## src/rtl/cla_slice_sequencer.sv

```systemverilog
// Multi-cycle wide adder that time-shares one external SLICE-bit CLA slice.
// Chunks are fed LSB first, and the slice carry-out is registered as the
// carry-in for the next chunk.
// Ports:
//   clk, rst_n           clock, asynchronous active-low reset
//   start, a, b, cin     request and operands, captured when accepted in IDLE
//   busy, done           busy in RUN/DONE; done is a one-cycle result-valid pulse
//   sum, cout, overflow  assembled result, held until the next accepted start
//   slice_a/b/cin        chunk fed to the external slice (0 outside RUN)
//   slice_s, slice_cout  combinational result returned by the slice
module cla_slice_sequencer #(
  parameter int unsigned WIDTH = 16,
  parameter int unsigned SLICE = 4
) (
  input  logic             clk,
  input  logic             rst_n,
  input  logic             start,
  input  logic [WIDTH-1:0] a,
  input  logic [WIDTH-1:0] b,
  input  logic             cin,
  output logic             busy,
  output logic             done,
  output logic [WIDTH-1:0] sum,
  output logic             cout,
  output logic             overflow,
  output logic [SLICE-1:0] slice_a,
  output logic [SLICE-1:0] slice_b,
  output logic             slice_cin,
  input  logic [SLICE-1:0] slice_s,
  input  logic             slice_cout
);

  localparam int unsigned NSLICE = WIDTH / SLICE;
  localparam int unsigned IDXW   = (NSLICE > 1) ? $clog2(NSLICE) : 1;
  localparam logic [IDXW-1:0] LAST_IDX = IDXW'(NSLICE - 1);

  typedef enum logic [1:0] {
    S_IDLE = 2'd0,
    S_RUN  = 2'd1,
    S_DONE = 2'd2
  } state_t;

  state_t            state_q, state_d;
  logic [WIDTH-1:0]  a_reg, b_reg;
  logic              carry;
  logic [IDXW-1:0]   idx;

  // State register
  always_ff @(posedge clk or negedge rst_n) begin
    if (!rst_n) state_q <= S_IDLE;
    else        state_q <= state_d;
  end

  // Next-state logic
  always_comb begin
    state_d = state_q;
    unique case (state_q)
      S_IDLE:  if (start) state_d = S_RUN;
      S_RUN:   if (idx == LAST_IDX) state_d = S_DONE;
      S_DONE:  state_d = S_IDLE;
      default: state_d = S_IDLE;
    endcase
  end

  // Datapath and registered status outputs
  always_ff @(posedge clk or negedge rst_n) begin
    if (!rst_n) begin
      a_reg    <= '0;
      b_reg    <= '0;
      carry    <= 1'b0;
      idx      <= '0;
      sum      <= '0;
      cout     <= 1'b0;
      overflow <= 1'b0;
      busy     <= 1'b0;
      done     <= 1'b0;
    end else begin
      busy <= (state_d != S_IDLE);
      done <= (state_d == S_DONE);
      unique case (state_q)
        S_IDLE: begin
          if (start) begin
            a_reg <= a;
            b_reg <= b;
            carry <= cin;
            idx   <= '0;
          end
        end
        S_RUN: begin
          sum[idx*SLICE +: SLICE] <= slice_s;
          carry <= slice_cout;
          idx   <= idx + IDXW'(1);
          if (idx == LAST_IDX) begin
            cout <= slice_cout;
            // Top chunk's sum MSB is the result sign bit
            overflow <= (a_reg[WIDTH-1] == b_reg[WIDTH-1]) &&
                        (slice_s[SLICE-1] != a_reg[WIDTH-1]);
          end
        end
        default: ;
      endcase
    end
  end

  // Slice feed comes only from registered state; forced to zero outside RUN
  always_comb begin
    slice_a   = '0;
    slice_b   = '0;
    slice_cin = 1'b0;
    if (state_q == S_RUN) begin
      slice_a   = a_reg[idx*SLICE +: SLICE];
      slice_b   = b_reg[idx*SLICE +: SLICE];
      slice_cin = carry;
    end
  end

endmodule
```

## config.mk

```make
export PLATFORM = sky130hd
export DESIGN_NAME = cla_slice_sequencer
export DESIGN_NICKNAME = d
export VERILOG_FILES = /design/src/rtl/cla_slice_sequencer.sv
export SDC_FILE = /design/constraint.sdc
export NUM_CORES = 1
export LEC_CHECK = 0
export CAP_MARGIN = 20
export CELL_PAD_IN_SITES_DETAIL_PLACEMENT = 1
export CELL_PAD_IN_SITES_GLOBAL_PLACEMENT = 1
export CORE_MARGIN = 5
export CORE_UTILIZATION = 35
export CTS_BUF_LIST = sky130_fd_sc_hd__clkbuf_16
export DETAILED_ROUTE_END_ITERATION = 10
export GPL_TIMING_DRIVEN = 1
export PLACE_DENSITY_LB_ADDON = 0.1
export REMOVE_ABC_BUFFERS = 1
export SYNTH_ARGS = -nofsm -noshare
export SYNTH_HDL_FRONTEND = slang
export SYNTH_SLANG_ARGS = --single-unit
```

## constraint.sdc

```tcl
create_clock -name clk -period 2.2 [get_ports clk]
set_clock_uncertainty 0.1 [all_clocks]
set_input_delay 0.22 -clock clk [delete_from_list [all_inputs] [get_ports clk]]
set_output_delay 0.22 -clock clk [all_outputs]
set_load 0.1 [all_outputs]
```

Yosys cells after proc, flatten, opt, wreduce, memory -nomap -nowiden --
Cells that the tools add are included.
Storage, ports and cells: register bits after elaboration 57, input bits 41, output and inout bits 29, logic and storage cells 40
Operators by class: add/subtract/negate cells 2, equality and inequality tests 6, shifts and indexed selects 4, mux-type cells 11, reduce and logical (&&, ||, !) cells 7
Operator list (number):
- negator 4 -> 34 bit | 1
- variable shift 4 x 34 -> 16 bit, first input constant | 1
- indexed part select 4 x 34 -> 16 bit | 1
- indexed part select 16 x 5 -> 4 bit | 2
- bitwise mux 16 bit | 1
- 2-to-1 mux 4 bit | 2
- case mux 2 bit (2 select lines) | 2
- 2-to-1 mux 2 bit | 3
- AND reduction 2 bit | 3
- == test 2 bit, second input constant | 2
- nonzero test 2 bit | 2
- adder 2 x 1 -> 2 bit, second input constant | 1
- == test 2 x 1 -> 1 bit, second input constant | 1
- zero test 2 bit | 1
- 2-to-1 mux 1 bit | 2
- inequality test 2 bit, second input constant | 1
- case mux 1 bit (2 select lines) | 1
- == test 1 bit | 1
- logical AND 1 bit | 1
- inequality test 1 bit | 1

Depth between registers and ports, before layout --
depth in word-level cells 4, gate-level depth with buffers 7, gate-level depth less buffers 5

Worst setup path after synthesis --
No wires, ideal clock.
kind reg2out, start register idx[0], end output slice_a[2], arrival 1713 ps, data required time 1880 ps, setup slack 167 ps, stages on the path, launching flop included 5, buffers on the path 2, cell sequence dfrtp_1 > buf_6 > buf_12 > mux4_2 > and2_1
On the way: longest elaborated chain between the ends 2
Ends and longest elaborated chain:
- from (decl) | line 46 | logic [IDXW-1:0] idx;
- from (signal assigned) | line 92 | idx <= idx + IDXW'(1);
- indexed part select 16 x 5 -> 4 bit | line 111 | slice_a = a_reg[idx*SLICE +: SLICE];
- 2-to-1 mux 4 bit | line 110 | if (state_q == S_RUN) begin
- to (decl) | line 26 | output logic [SLICE-1:0] slice_a,
No other way between the ends.

Worst setup path in the final report --
start register idx[0], end output slice_b[3]
On the way: longest elaborated chain between the ends 2
Ends and longest elaborated chain:
- indexed part select 16 x 5 -> 4 bit | line 112 | slice_b = b_reg[idx*SLICE +: SLICE];
- 2-to-1 mux 4 bit | line 110
- to (decl) | line 27 | output logic [SLICE-1:0] slice_b,
No other way between the ends.

==> impl_metrics.py <==
metrics = {
    "cts": {
        "clkTransAtPathRegs_ns": 0.05,
        "htree_levels": 3,
        "cts_buffers": 9,
        "ctsLongestPathBuffers": 2,
        "cts.sinks": 57,
        "clk_root_buffer_cell": "clkbuf_16",
        "clock_latency_ns": 0.31,
        "cts_tree": "yes",
        "post_cts_buffers": 0,
    },
    "detailed_routing": {
        "drc": 0,
        "ant_nets": 0,
        "first_pass_iters": 4,
        "vias": 2017,
        "avgRoutedWirePerCell_um": 15.0,
        "finalWirelength_um": 6540,
        "drt-initial-drc-count": 41,
        "drt-vias-per-instance": 4.64,
    },
    "finish": {
        "final_cell_mix": "nand2_1, dfrtp_1, clkdlybuf4s50_1, buf_4, o21ai_0",
        "area_growth_pct": 44.2,
        "finalNetCount": 377,
        "fillers": 820,
        "drive_gt1_share_pct": 19.3,
        "final_common_cell": "nand2_1",
        "diodes": 0,
        "final_cells": 435,
    },
    "flow_run": {
        "cap_viol_max_count": 0,
    },
    "synth": {
        "synth_warnings": 0,
        "ys_seq_elements": 57,
        "synth_seq_area_share_pct": 54.1,
        "netlist_area_um2": 2640,
        "syn_area_per_cell_um2": 10.5,
        "syn_inst": 251,
        "yosys.cell_types.count": 31,
    },
    "setup_path": {
        "worstReg2RegStart": "idx[1]",
        "cp_max_fo": 6,
        "crit_path_start_kind": "flop",
        "ff2ff_setup_slack_ns": 0.32,
        "cp-end-kind": "output port",
        "r2r_end": "sum[3]",
        "crit_type": "reg -> out",
        "rr_worst_depth": 5,
        "required_ns": 1.88,
        "arrival_ns": 1.80,
    },
    "die": {
        "die_h_um": 96.8,
        "fp-row-count": 31,
        "dieWidth_um": 96.8,
        "dieArea_um2": 9360,
        "io_pins": 70,
        "core_area_um2": 7290,
        "start_util_pct": 36.1,
    },
    "timing": {
        "hold_viol": 0,
        "timing.setup.tns_ns": 0,
        "finalCritPeriodShare_pct": 96.1,
        "setup_viol": 0,
        "period_needed_ns": 2.12,
        "tightest_slew_ns": 0.685,
        "fmax_ghz": 0.473,
        "relSlewSlack_pct": 54.4,
        "rsz0062_at_grt": "no",
        "report.final.slew_viol_count": 0,
    },
    "placement": {
        "place_congestion": 0.716,
        "dp_hpwl_um": 4790,
        "placed_cells": 418,
        "numPortBuffers": 69,
    },
    "grt": {
        "track_usage_pct": 14.6,
        "first_global_vias": 2243,
        "grt_max_degree": 30,
        "globalRouteOverflowTotal": 0,
        "grt_pass1_wl_um": 11200,
        "antenna_found_initial": 0,
    },
    "hold_path": {
        "holdCritPathClass": "in -> reg",
        "holdPathStages": 3,
        "hold_start": "b[7]",
        "hold_end": "b_reg[7]",
    },
    "status": {
        "status": "finished clean",
    },
}
==> repair_timing <==
item | 4_1_cts | 5_1_grt
endpoints found under the setup margin | 2 | 3
hold buffers | 1 | 0
gates resized for setup | 1 | 1
endpoints found under the hold margin | 28 | 0
==> layer usage <==
layer,wire [um],vias to the layer above,track usage [%]
met5,0,-,0
met4,80,0,5.51
met3,204,7,3.67
met2,3280,40,23.8
met1,2970,982,18.8
li1,-,988,-
==> how the worst max path moves through the flow <==
| stage | startpoint | to | slack (ns) | depth (start not counted) |
|---|---|---|---|---|
| floorplan | idx[0] | slice_a[0] | 0.08 | 2 |
| global placement | start | a_reg[10] | 0.33 | 5 |
| detailed placement | start | a_reg[2] | 0.32 | 5 |
| CTS | idx[0] | slice_b[3] | 0.009 | 4 |
| global route | idx[0] | slice_a[0] | 0.003 | 4 |
| finish | idx[0] | slice_b[3] | 0.08 | 4 |
==> through the flow <==
step	worst slack, ns	utilization, %	hold WS [ns]	instance area, um^2
global placement	0.327	47.7	0.202	3480
floorplan	0.0828	-	-0.176	2530
detailed placement	0.320	47.7	0.206	3480
global route	0.00256	52.1	0.332	3800
CTS	0.00935	52.1	0.327	3800
finish	0.0847	52.1	0.334	3800
==> critical path: stages (launching register included) <==
cell     delay, ns
dfrtp_2       0.40
buf_6         0.16
mux4_1        0.55
and2_1        0.20
buf_12        0.17
==> cell type report <==
class | instances | area [um^2] | area share, %
flip-flops and latches | 57 | 1430 | 37.6
multi-input cells | 178 | 1090 | 28.8
repair buffers | 81 | 835 | 22.0
clock buffers | 9 | 225 | 5.93
well taps | 99 | 124 | 3.26
clock inverters | 7 | 78.8 | 2.08
inverters | 4 | 15.0 | 0.395
==> cells in the mapped netlist <==
| library cell | number | area, um^2 |
|---|---|---|
| nand2_1 | 116 | 435 |
| dfrtp_1 | 57 | 1430 |
| o21ai_0 | 11 | 55.1 |
| and2_1 | 9 | 56.3 |
| a22o_1 | 8 | 70.1 |
| buf_6 | 5 | 56.3 |
| ha_1 | 5 | 62.6 |
| inv_1 | 4 | 15.0 |
| mux4_1 | 4 | 105 |
| mux4_2 | 4 | 90.1 |
| buf_2 | 3 | 15.0 |
| clkbuf_1 | 2 | 7.51 |
| nand3_1 | 2 | 10.0 |
| nand3b_1 | 2 | 15.0 |
| nor2_1 | 2 | 7.51 |
| nor4b_4 | 2 | 47.6 |
| a21oi_1 | 1 | 5.00 |
| a22oi_1 | 1 | 7.51 |
| and3b_1 | 1 | 8.76 |
| and4bb_2 | 1 | 12.5 |
| buf_12 | 1 | 20.0 |
| buf_4 | 1 | 7.51 |
| mux2_2 | 1 | 11.3 |
| nand2b_1 | 1 | 6.26 |
| nand3b_2 | 1 | 11.3 |
| nand3b_4 | 1 | 20.0 |
| nor2b_1 | 1 | 6.26 |
| nor3b_2 | 1 | 12.5 |
| nor4b_2 | 1 | 15.0 |
| o31ai_1 | 1 | 7.51 |
| or3b_1 | 1 | 8.76 |
==> kinds of logic after synthesis <==
family,after synthesis,share of synthesized area (%)
adders and majority gates,5,2.37
buffers and inverters,16,4.61
muxes,9,7.83
and+or+nand+nor,142,25.5
DFF,57,54.1
AOI/OAI and AO/OA,22,5.51
Power is left out: the tool's default activity adds up to more than one toggle a clock period on the data nets, which glitch-free logic cannot reach.
